`config.mk`:
```
export PLATFORM = sky130hd
export DESIGN_NAME = bus_command_controller
export DESIGN_NICKNAME = d
export VERILOG_FILES = /design/src/rtl/bus_command_controller.sv
export SDC_FILE = /design/constraint.sdc
export NUM_CORES = 1
export LEC_CHECK = 0
export ABC_CLOCK_PERIOD_IN_PS = 2900
export CORE_MARGIN = 5
export CORE_UTILIZATION = 51
export DETAILED_ROUTE_END_ITERATION = 6
export GPL_TIMING_DRIVEN = 0
export PLACE_DENSITY = 0.92
export SYNTH_ARGS = -nofsm -noshare
export SYNTH_HDL_FRONTEND = slang
export SYNTH_SLANG_ARGS = --single-unit
```
`constraint.sdc`:
```
create_clock -name clock -period 2.9 [get_ports clock]
set_input_delay 0.58 -clock clock [delete_from_list [all_inputs] [get_ports clock]]
set_output_delay 0.58 -clock clock [all_outputs]
set_load 0.01 [all_outputs]
```
`src/rtl/bus_command_controller.sv`:
```
// Bus command controller: decodes CPU S2..S0 into registered bus strobes,
// with programmable minimum wait states and a DMA bus-yield path.
module bus_command_controller #(
    parameter int unsigned io_wait_states  = 1,
    parameter int unsigned mem_wait_states = 0
) (
    input  logic       clock,
    input  logic       reset,
    input  logic [2:0] status_n,
    input  logic       ready,
    input  logic       address_enable_n,
    output logic       address_latch_enable,
    output logic       data_enable,
    output logic       data_transmit_receive_n,
    output logic       io_read_command_n,
    output logic       io_write_command_n,
    output logic       advanced_io_write_command_n,
    output logic       memory_read_command_n,
    output logic       memory_write_command_n,
    output logic       advanced_memory_write_command_n,
    output logic       interrupt_acknowledge_n,
    output logic [2:0] bus_cycle_type,
    output logic       bus_busy
);

    localparam logic [2:0] ST_INTA = 3'b000;
    localparam logic [2:0] ST_IOR  = 3'b001;
    localparam logic [2:0] ST_IOW  = 3'b010;
    localparam logic [2:0] ST_HALT = 3'b011;
    localparam logic [2:0] ST_CODE = 3'b100;
    localparam logic [2:0] ST_MEMR = 3'b101;
    localparam logic [2:0] ST_MEMW = 3'b110;
    localparam logic [2:0] ST_PASV = 3'b111;

    localparam logic [2:0] IO_WAIT  = 3'(io_wait_states);
    localparam logic [2:0] MEM_WAIT = 3'(mem_wait_states);

    typedef enum logic [2:0] {
        S_IDLE,
        S_T1,
        S_T2,
        S_T3,
        S_T4
    } state_t;

    state_t     r_state;
    logic       r_passive_seen;
    logic [2:0] r_wait_cnt;
    logic       w_start;
    logic [2:0] w_wait_load;

    assign w_start = (status_n != ST_PASV) && (status_n != ST_HALT)
                   && r_passive_seen && !address_enable_n;

    always_comb begin
        w_wait_load = 3'd0;
        if (status_n == ST_IOR || status_n == ST_IOW)
            w_wait_load = IO_WAIT;
        else if (status_n[2])
            w_wait_load = MEM_WAIT;
    end

    always_ff @(posedge clock) begin
        if (reset) begin
            r_state                         <= S_IDLE;
            r_passive_seen                  <= 1'b0;
            r_wait_cnt                      <= 3'd0;
            address_latch_enable            <= 1'b0;
            data_enable                     <= 1'b0;
            data_transmit_receive_n         <= 1'b1;
            io_read_command_n               <= 1'b1;
            io_write_command_n              <= 1'b1;
            advanced_io_write_command_n     <= 1'b1;
            memory_read_command_n           <= 1'b1;
            memory_write_command_n          <= 1'b1;
            advanced_memory_write_command_n <= 1'b1;
            interrupt_acknowledge_n         <= 1'b1;
            bus_cycle_type                  <= ST_PASV;
            bus_busy                        <= 1'b0;
        end else begin
            if (status_n == ST_PASV)
                r_passive_seen <= 1'b1;

            if (r_state != S_IDLE && address_enable_n) begin
                // DMA owns the bus: drop every strobe immediately
                r_state                         <= S_IDLE;
                bus_busy                        <= 1'b0;
                address_latch_enable            <= 1'b0;
                data_enable                     <= 1'b0;
                data_transmit_receive_n         <= 1'b1;
                io_read_command_n               <= 1'b1;
                io_write_command_n              <= 1'b1;
                advanced_io_write_command_n     <= 1'b1;
                memory_read_command_n           <= 1'b1;
                memory_write_command_n          <= 1'b1;
                advanced_memory_write_command_n <= 1'b1;
                interrupt_acknowledge_n         <= 1'b1;
            end else begin
                unique case (r_state)
                    S_IDLE, S_T4: begin
                        address_latch_enable    <= 1'b0;
                        data_enable             <= 1'b0;
                        data_transmit_receive_n <= 1'b1;
                        if (w_start) begin
                            r_state                 <= S_T1;
                            r_passive_seen          <= 1'b0;
                            r_wait_cnt              <= w_wait_load;
                            bus_cycle_type          <= status_n;
                            bus_busy                <= 1'b1;
                            address_latch_enable    <= 1'b1;
                            // reads and INTA all have S1 = 0
                            data_transmit_receive_n <= status_n[1];
                        end else begin
                            r_state  <= S_IDLE;
                            bus_busy <= 1'b0;
                        end
                    end
                    S_T1: begin
                        r_state              <= S_T2;
                        address_latch_enable <= 1'b0;
                        data_enable          <= 1'b1;
                        unique case (bus_cycle_type)
                            ST_INTA: interrupt_acknowledge_n <= 1'b0;
                            ST_IOR:  io_read_command_n <= 1'b0;
                            ST_IOW:  advanced_io_write_command_n <= 1'b0;
                            ST_CODE,
                            ST_MEMR: memory_read_command_n <= 1'b0;
                            ST_MEMW: advanced_memory_write_command_n <= 1'b0;
                            default: ;
                        endcase
                    end
                    S_T2: begin
                        r_state <= S_T3;
                        if (bus_cycle_type == ST_IOW)
                            io_write_command_n <= 1'b0;
                        if (bus_cycle_type == ST_MEMW)
                            memory_write_command_n <= 1'b0;
                    end
                    S_T3: begin
                        if (r_wait_cnt != 3'd0) begin
                            r_wait_cnt <= r_wait_cnt - 3'd1;
                        end else if (ready) begin
                            r_state                         <= S_T4;
                            data_enable                     <= 1'b0;
                            data_transmit_receive_n         <= 1'b1;
                            io_read_command_n               <= 1'b1;
                            io_write_command_n              <= 1'b1;
                            advanced_io_write_command_n     <= 1'b1;
                            memory_read_command_n           <= 1'b1;
                            memory_write_command_n          <= 1'b1;
                            advanced_memory_write_command_n <= 1'b1;
                            interrupt_acknowledge_n         <= 1'b1;
                        end
                    end
                    default: r_state <= S_IDLE;
                endcase
            end
        end
    end

endmodule

```
==> flow_metrics.env, run 1 <==
export IMPL_status="finished clean"
export IMPL_gp_congestion=0.776
export IMPL_preCtsSetupSlack_ns=0.427
export IMPL_synthCells=114
export IMPL_clk_latency_ns=0.31
export IMPL_rsz0062_at_grt="no"
export IMPL_path_clk_slew_ns=0.11
export IMPL_synth_area_leaders="dfxtp_1, nor2_1, o21ai_0, nand2_1, a21oi_1"
export IMPL_synth_seq_cells=21
export IMPL_setup_viol=0
export IMPL_grt_pass1_wl_um=3420
export IMPL_cap_violations=0
export IMPL_mappedNetlistNets=123
export IMPL_grt_antenna_before_repair=0
export IMPL_slew_violations=0
export IMPL_use_met2=0.271
export IMPL_endpoint_kind="flip-flop"
export IMPL_critPathLaunchType="input port"
export IMPL_port_buffers=19
export IMPL_htree_levels=1
export IMPL_drt_wl_total_um=1990
export IMPL_combPwrFrac=0.088
export IMPL_area_growth_pct=26.8
export IMPL_grt_pass1_vias=806
export IMPL_clockBufferDepth=2
export IMPL_max_freq_ghz=0.466
export IMPL_p_per_area_mw_per_mm2=412
export IMPL_intPower_mw=0.367
export IMPL_required_ns=3.15
export IMPL_netlist_top_cell_by_area="dfxtp_1"
export IMPL_synth_distinct_cells=26
export IMPL_start_util=0.535
export IMPL_dp_cells=158
export IMPL_grt_usage=0.168
export IMPL_ctsResizeCount=0
export IMPL_crit_type="in -> reg"
export IMPL_cts_buffers=3
export IMPL_vias=859
export IMPL_cts_sinks=21
export IMPL_die_area_mm2=0.00276
export IMPL_cts_tree="yes"
export IMPL_globalRouteMet3Util=0.0342
export IMPL_drt_first_pass_iters=5
export IMPL_ant_nets=0
export IMPL_finalNetCount=147
export IMPL_layout_common_cells="dfxtp_1, nor2_1, clkdlybuf4s50_1"
export IMPL_slew_headroom=0.681
export IMPL_ios=21
export IMPL_power_switching_mw=0.115
export IMPL_dpl_instance_area_mm2=0.00114
export IMPL_drt_iter0_markers=28
export IMPL_syn_cell_area_um2=923
export IMPL_hold_viol_final=0
export IMPL_fin_util=0.678
export IMPL_synth_top_area_frac=0.455
export IMPL_fin_crit_ns=2.14
export IMPL_grtUsageMet1=0.200
export IMPL_holdBufCountCts=0
export IMPL_drive_gt1_frac=0.0511
export IMPL_post_cts_setup_buffers=0
export IMPL_mostFrequentLayoutCell="dfxtp_1"
export IMPL_yosysWarnings=0
export IMPL_ir_worst_vdd_mv=0.382
export IMPL_power_mw=0.482
export IMPL_synth_area_per_cell_um2=8.10
export IMPL_grt_max_degree=12
export IMPL_hold_slack_ns=0.455
export IMPL_grt_overflow=0
export IMPL_power_share_switching=0.239
export IMPL_seqPwrFrac=0.614
export IMPL_remaining_drc_errors=0
export IMPL_min_path_type="reg -> reg"
export IMPL_clock_skew_ns=0.00203
export IMPL_fin_crit_sh=0.740
export IMPL_worstPathArrival_ns=2.40
export IMPL_cpPeakStageDelay_ns=0.49
export IMPL_coreArea_mm2=0.00173
export IMPL_yosysSeqAreaShare=0.455
export IMPL_wl_per_cell_um=12.3
export IMPL_routed_via_density=5.30
export IMPL_tightest_slew_ns=0.477
export IMPL_fin_cells=162
export IMPL_setup_ws_ns=0.755
export IMPL_path_max_fanout=6
export IMPL_clockPowerShare=0.298
export IMPL_die_w_um=52.6
export IMPL_die_h_um=52.6
export IMPL_rows=15
export IMPL_diodes=0
export IMPL_leakage_nw=0.437
export IMPL_cp_slowest_cell="clkdlybuf4s50_1"
export IMPL_crit_chain="clkdlybuf4s50_1 -> or4b_1 -> buf_2 -> o32a_2 -> or3_1 -> a21oi_1"
export IMPL_tns_ns=0
export IMPL_grt_busiest_layer="met2"
export IMPL_root_buffer="clkbuf_4"
export IMPL_postLayoutCellArea_mm2=0.00117
export IMPL_dp_hpwl_um=1530
==> layer usage <==
| metal | part of all wire | routed length (µm) |
|---|---|---|
| met1 | 0.45 | 891 |
| met2 | 0.46 | 916 |
| met3 | 0.059 | 117 |
| met4 | 0.034 | 67 |
| met5 | 0 | 0 |
==> registers in the layout (all words and copies together) (netlist names) <==
name / cells
address_latch_enable: 1
advanced_io_write_command_n: 1
advanced_memory_write_command_n: 1
bus_busy: 1
bus_cycle_type: 3
data_enable: 1
data_transmit_receive_n: 1
interrupt_acknowledge_n: 1
io_read_command_n: 1
io_write_command_n: 1
memory_read_command_n: 1
memory_write_command_n: 1
r_passive_seen: 1
r_state: 3
r_wait_cnt: 3
==> cells by family after synthesis <==
| kind of cell | count (synthesis) | synth area share |
|---|---|---|
| AOI/OAI and AO/OA | 29 | 0.195 |
| xor gates and xnor gates | 1 | 0.00949 |
| adders and majority gates | 2 | 0.0271 |
| buffers and inverters | 9 | 0.0393 |
| DFF | 21 | 0.455 |
| and+or+nand+nor | 52 | 0.274 |
==> worst max-delay path, delay by kind of cell <==
family	cells	cell delay, ns
simple gates	2	0.80
buf+inv	2	0.66
compound gates	2	0.36
==> power by group through the flow <==
| stage | clock network (mW) | logic (mW) | registers (mW) |
|---|---|---|---|
| 6_report | 0.144 | 0.0423 | 0.296 |
| 5_1_grt | 0.156 | 0.0471 | 0.297 |
| 4_1_cts | 0.146 | 0.0423 | 0.296 |
| 3_5_place_dp | 0 | 0.0421 | 0.303 |
| 3_3_place_gp | 0 | 0.0412 | 0.302 |
| 2_1_floorplan | 0 | 0.0228 | 0.303 |
==> synth_stat cells, drive strengths merged <==
master / count
ha: 2
and2: 1
and3b: 1
nor2: 19
clkbuf: 2
nand2b: 4
o31ai: 1
a21o: 4
o21ai: 10
inv: 5
xnor2: 1
nor3b: 1
nor3: 5
nand3b: 2
o32a: 1
or3: 3
a21oi: 7
a221oi: 1
dfxtp: 21
buf: 2
nor2b: 1
nand2: 13
or4b: 2
o21bai: 3
a211oi: 2
==> path summary, 6_finish.rpt <==
| check | from | endpoint | slack, ns | depth (start not counted) |
|---|---|---|---|---|
| setup / recovery | address_enable_n | r_wait_cnt[1] | 0.76 | 6 |
| hold / removal | r_wait_cnt[2] | r_wait_cnt[2] | 0.46 | 2 |
| setup reg to reg | r_state[1] | r_wait_cnt[1] | 1.14 | 5 |
| hold reg to reg | r_wait_cnt[2] | r_wait_cnt[2] | 0.46 | 2 |
==> final cells by class <==
type | instances | area (µm²)
fillers | 145 | 556
clock buffers | 4 | 26.3
flip-flops and latches | 21 | 420
well taps | 25 | 31.3
repair buffers | 19 | 190
plain buffers | 4 | 17.5
multi-input cells | 84 | 467
inverters | 5 | 18.8
Power figures use the tool's default switching activity.
==> run 2: changes to the inputs <==
Settings changed: ABC_CLOCK_PERIOD_IN_PS 2900 to 2240, CORE_UTILIZATION 51 to 48, PLACE_DENSITY 0.92 to 0.88.
Clock period 2.9 ns to 2.24 ns, I/O delays scaled along.
==> run 2 against run 1 <==
  * Critical path depth is the same
  * Non-clock buffer count is the same
  * Count of clock-buffer cells in the layout is the same
  * Global-route usage grew 0.94 points
  * Utilization shrank 2.1 points
  * Combinational power grew 33%
  * Via count shrank 1.4%
  * First-iteration DRC count shrank 25%
  * Total power grew 30%
  * Critical endpoint unchanged
  * Highest routed layer unchanged
==> flow_metrics.env, run 2 (synthesized netlist as in run 1, its figures left out) <==
export IMPL_cpPeakStageDelay_ns=0.50
export IMPL_grt_pass1_wl_um=3720
export IMPL_ant_nets=0
export IMPL_crit_chain="clkdlybuf4s50_1 -> or4b_1 -> buf_2 -> o32a_2 -> or3_1 -> a21oi_1"
export IMPL_fin_crit_sh=0.912
export IMPL_cts_sinks=21
export IMPL_htree_levels=1
export IMPL_slew_headroom=0.719
export IMPL_hold_viol_final=0
export IMPL_startpoint="address_enable_n"
export IMPL_critPathLaunchType="input port"
export IMPL_rows=15
export IMPL_cp_slowest_cell="or4b_1"
export IMPL_fin_util=0.657
export IMPL_dp_hpwl_um=1610
export IMPL_endpoint_kind="flip-flop"
export IMPL_port_buffers=19
export IMPL_drive_gt1_frac=0.0511
export IMPL_hold_slack_ns=0.460
export IMPL_mostFrequentLayoutCell="dfxtp_1"
export IMPL_grt_max_degree=12
export IMPL_grt_antenna_before_repair=0
export IMPL_seqPwrFrac=0.612
export IMPL_tightest_slew_ns=0.420
export IMPL_finalNetCount=147
export IMPL_ios=21
export IMPL_clock_skew_ns=0.0104
export IMPL_slew_violations=0
export IMPL_grt_overflow=0
export IMPL_drt_iter0_markers=21
export IMPL_cts_tree="yes"
export IMPL_grt_pass1_vias=828
export IMPL_max_freq_ghz=0.489
export IMPL_leakage_nw=0.437
export IMPL_clockPowerShare=0.298
export IMPL_path_max_fanout=6
export IMPL_required_ns=2.49
export IMPL_postLayoutCellArea_mm2=0.00117
export IMPL_clk_latency_ns=0.31
export IMPL_crit_type="in -> reg"
export IMPL_diodes=0
export IMPL_intPower_mw=0.475
export IMPL_cts_buffers=3
export IMPL_clockBufferDepth=2
export IMPL_dpl_instance_area_mm2=0.00114
export IMPL_wl_per_cell_um=13.4
export IMPL_fillers=162
export IMPL_die_h_um=53.9
export IMPL_worstPathArrival_ns=2.30
export IMPL_reg2reg_from="r_state[1]"
export IMPL_tns_ns=0
export IMPL_gp_congestion=0.834
export IMPL_drt_wl_total_um=2170
export IMPL_post_cts_setup_buffers=0
export IMPL_die_area_mm2=0.00290
export IMPL_area_growth_pct=26.8
export IMPL_path_clk_slew_ns=0.12
export IMPL_reg_largest_list="bus_cycle_type: 3 flops, r_state: 3 flops, r_wait_cnt: 3 flops"
export IMPL_coreArea_mm2=0.00178
export IMPL_cap_violations=0
export IMPL_ctsResizeCount=0
export IMPL_worstHoldStart="r_wait_cnt[2]"
export IMPL_drt_first_pass_iters=4
export IMPL_ir_worst_vdd_mv=0.337
export IMPL_vias=847
export IMPL_combPwrFrac=0.090
export IMPL_grt_usage=0.177
export IMPL_remaining_drc_errors=0
export IMPL_power_share_switching=0.242
export IMPL_die_w_um=53.9
export IMPL_power_switching_mw=0.152
export IMPL_multi_input_area_um2=467
export IMPL_fin_crit_ns=2.04
export IMPL_setup_viol=0
export IMPL_start_util=0.518
export IMPL_min_path_type="reg -> reg"
export IMPL_layout_common_cells="dfxtp_1, nor2_1, clkdlybuf4s50_1"
export IMPL_rsz0062_at_grt="no"
export IMPL_p_per_area_mw_per_mm2=535
export IMPL_routed_via_density=5.23
export IMPL_regArea_um2=420
export IMPL_status="finished clean"
export IMPL_root_buffer="clkbuf_4"
export IMPL_holdBufCountCts=0
## run 2: cell counts in the layout (fill, tap and decap cells not counted)
Identical to the previous run, type by type.
## run 2: final cells by class
cell class / count / share of cell area
buffer: 4 / 0.0150
clock buffer: 4 / 0.0224
timing repair buffer: 19 / 0.162
multi-input combinational: 84 / 0.399
inverter: 5 / 0.0160
tap: 25 / 0.0267
sequential: 21 / 0.359
## run 2: worst max-delay path: cells and delay by family
family | cells | cell delay (ns)
and+or+nand+nor | 2 | 0.81
buffers and inverters | 2 | 0.67
AOI/OAI and AO/OA | 2 | 0.36
## run 2: worst paths after layout
check	slack (ns)	depth (start not counted)	endpoint
max reg2reg	0.43	5	r_wait_cnt[1]
max	0.20	6	r_wait_cnt[1]
min reg2reg	0.46	2	r_wait_cnt[2]
min	0.46	2	r_wait_cnt[2]
## run 2: power by group through the flow
stage          clock (mW)  sequential (mW)  combinational (mW)
6_report            0.186            0.384              0.0563
5_1_grt             0.207            0.385              0.0616
4_1_cts             0.186            0.383              0.0558
3_5_place_dp            0            0.392              0.0551
3_3_place_gp            0            0.391              0.0533
2_1_floorplan           0            0.392              0.0296
## run 2: per-stage QoR
stage               worst slack, ns  instances  power [mW]
floorplan                     0.497        114       0.422
global placement            -0.0570        158       0.445
detailed placement          -0.0725        158       0.447
CTS                           0.200        162       0.625
global route                  0.155        162       0.653
finish                        0.196        162       0.626
## run 2: per-layer routing
| layer | global-route usage | share of wire | up-vias | routed length, µm |
|---|---|---|---|---|
| met5 | 0 | 0 | - | 0 |
| met4 | 0.102 | 0.018 | 0 | 40 |
| met3 | 0.0388 | 0.039 | 6 | 85 |
| met2 | 0.300 | 0.50 | 20 | 1080 |
| met1 | 0.202 | 0.44 | 385 | 962 |
| li1 | - | - | 436 | - |
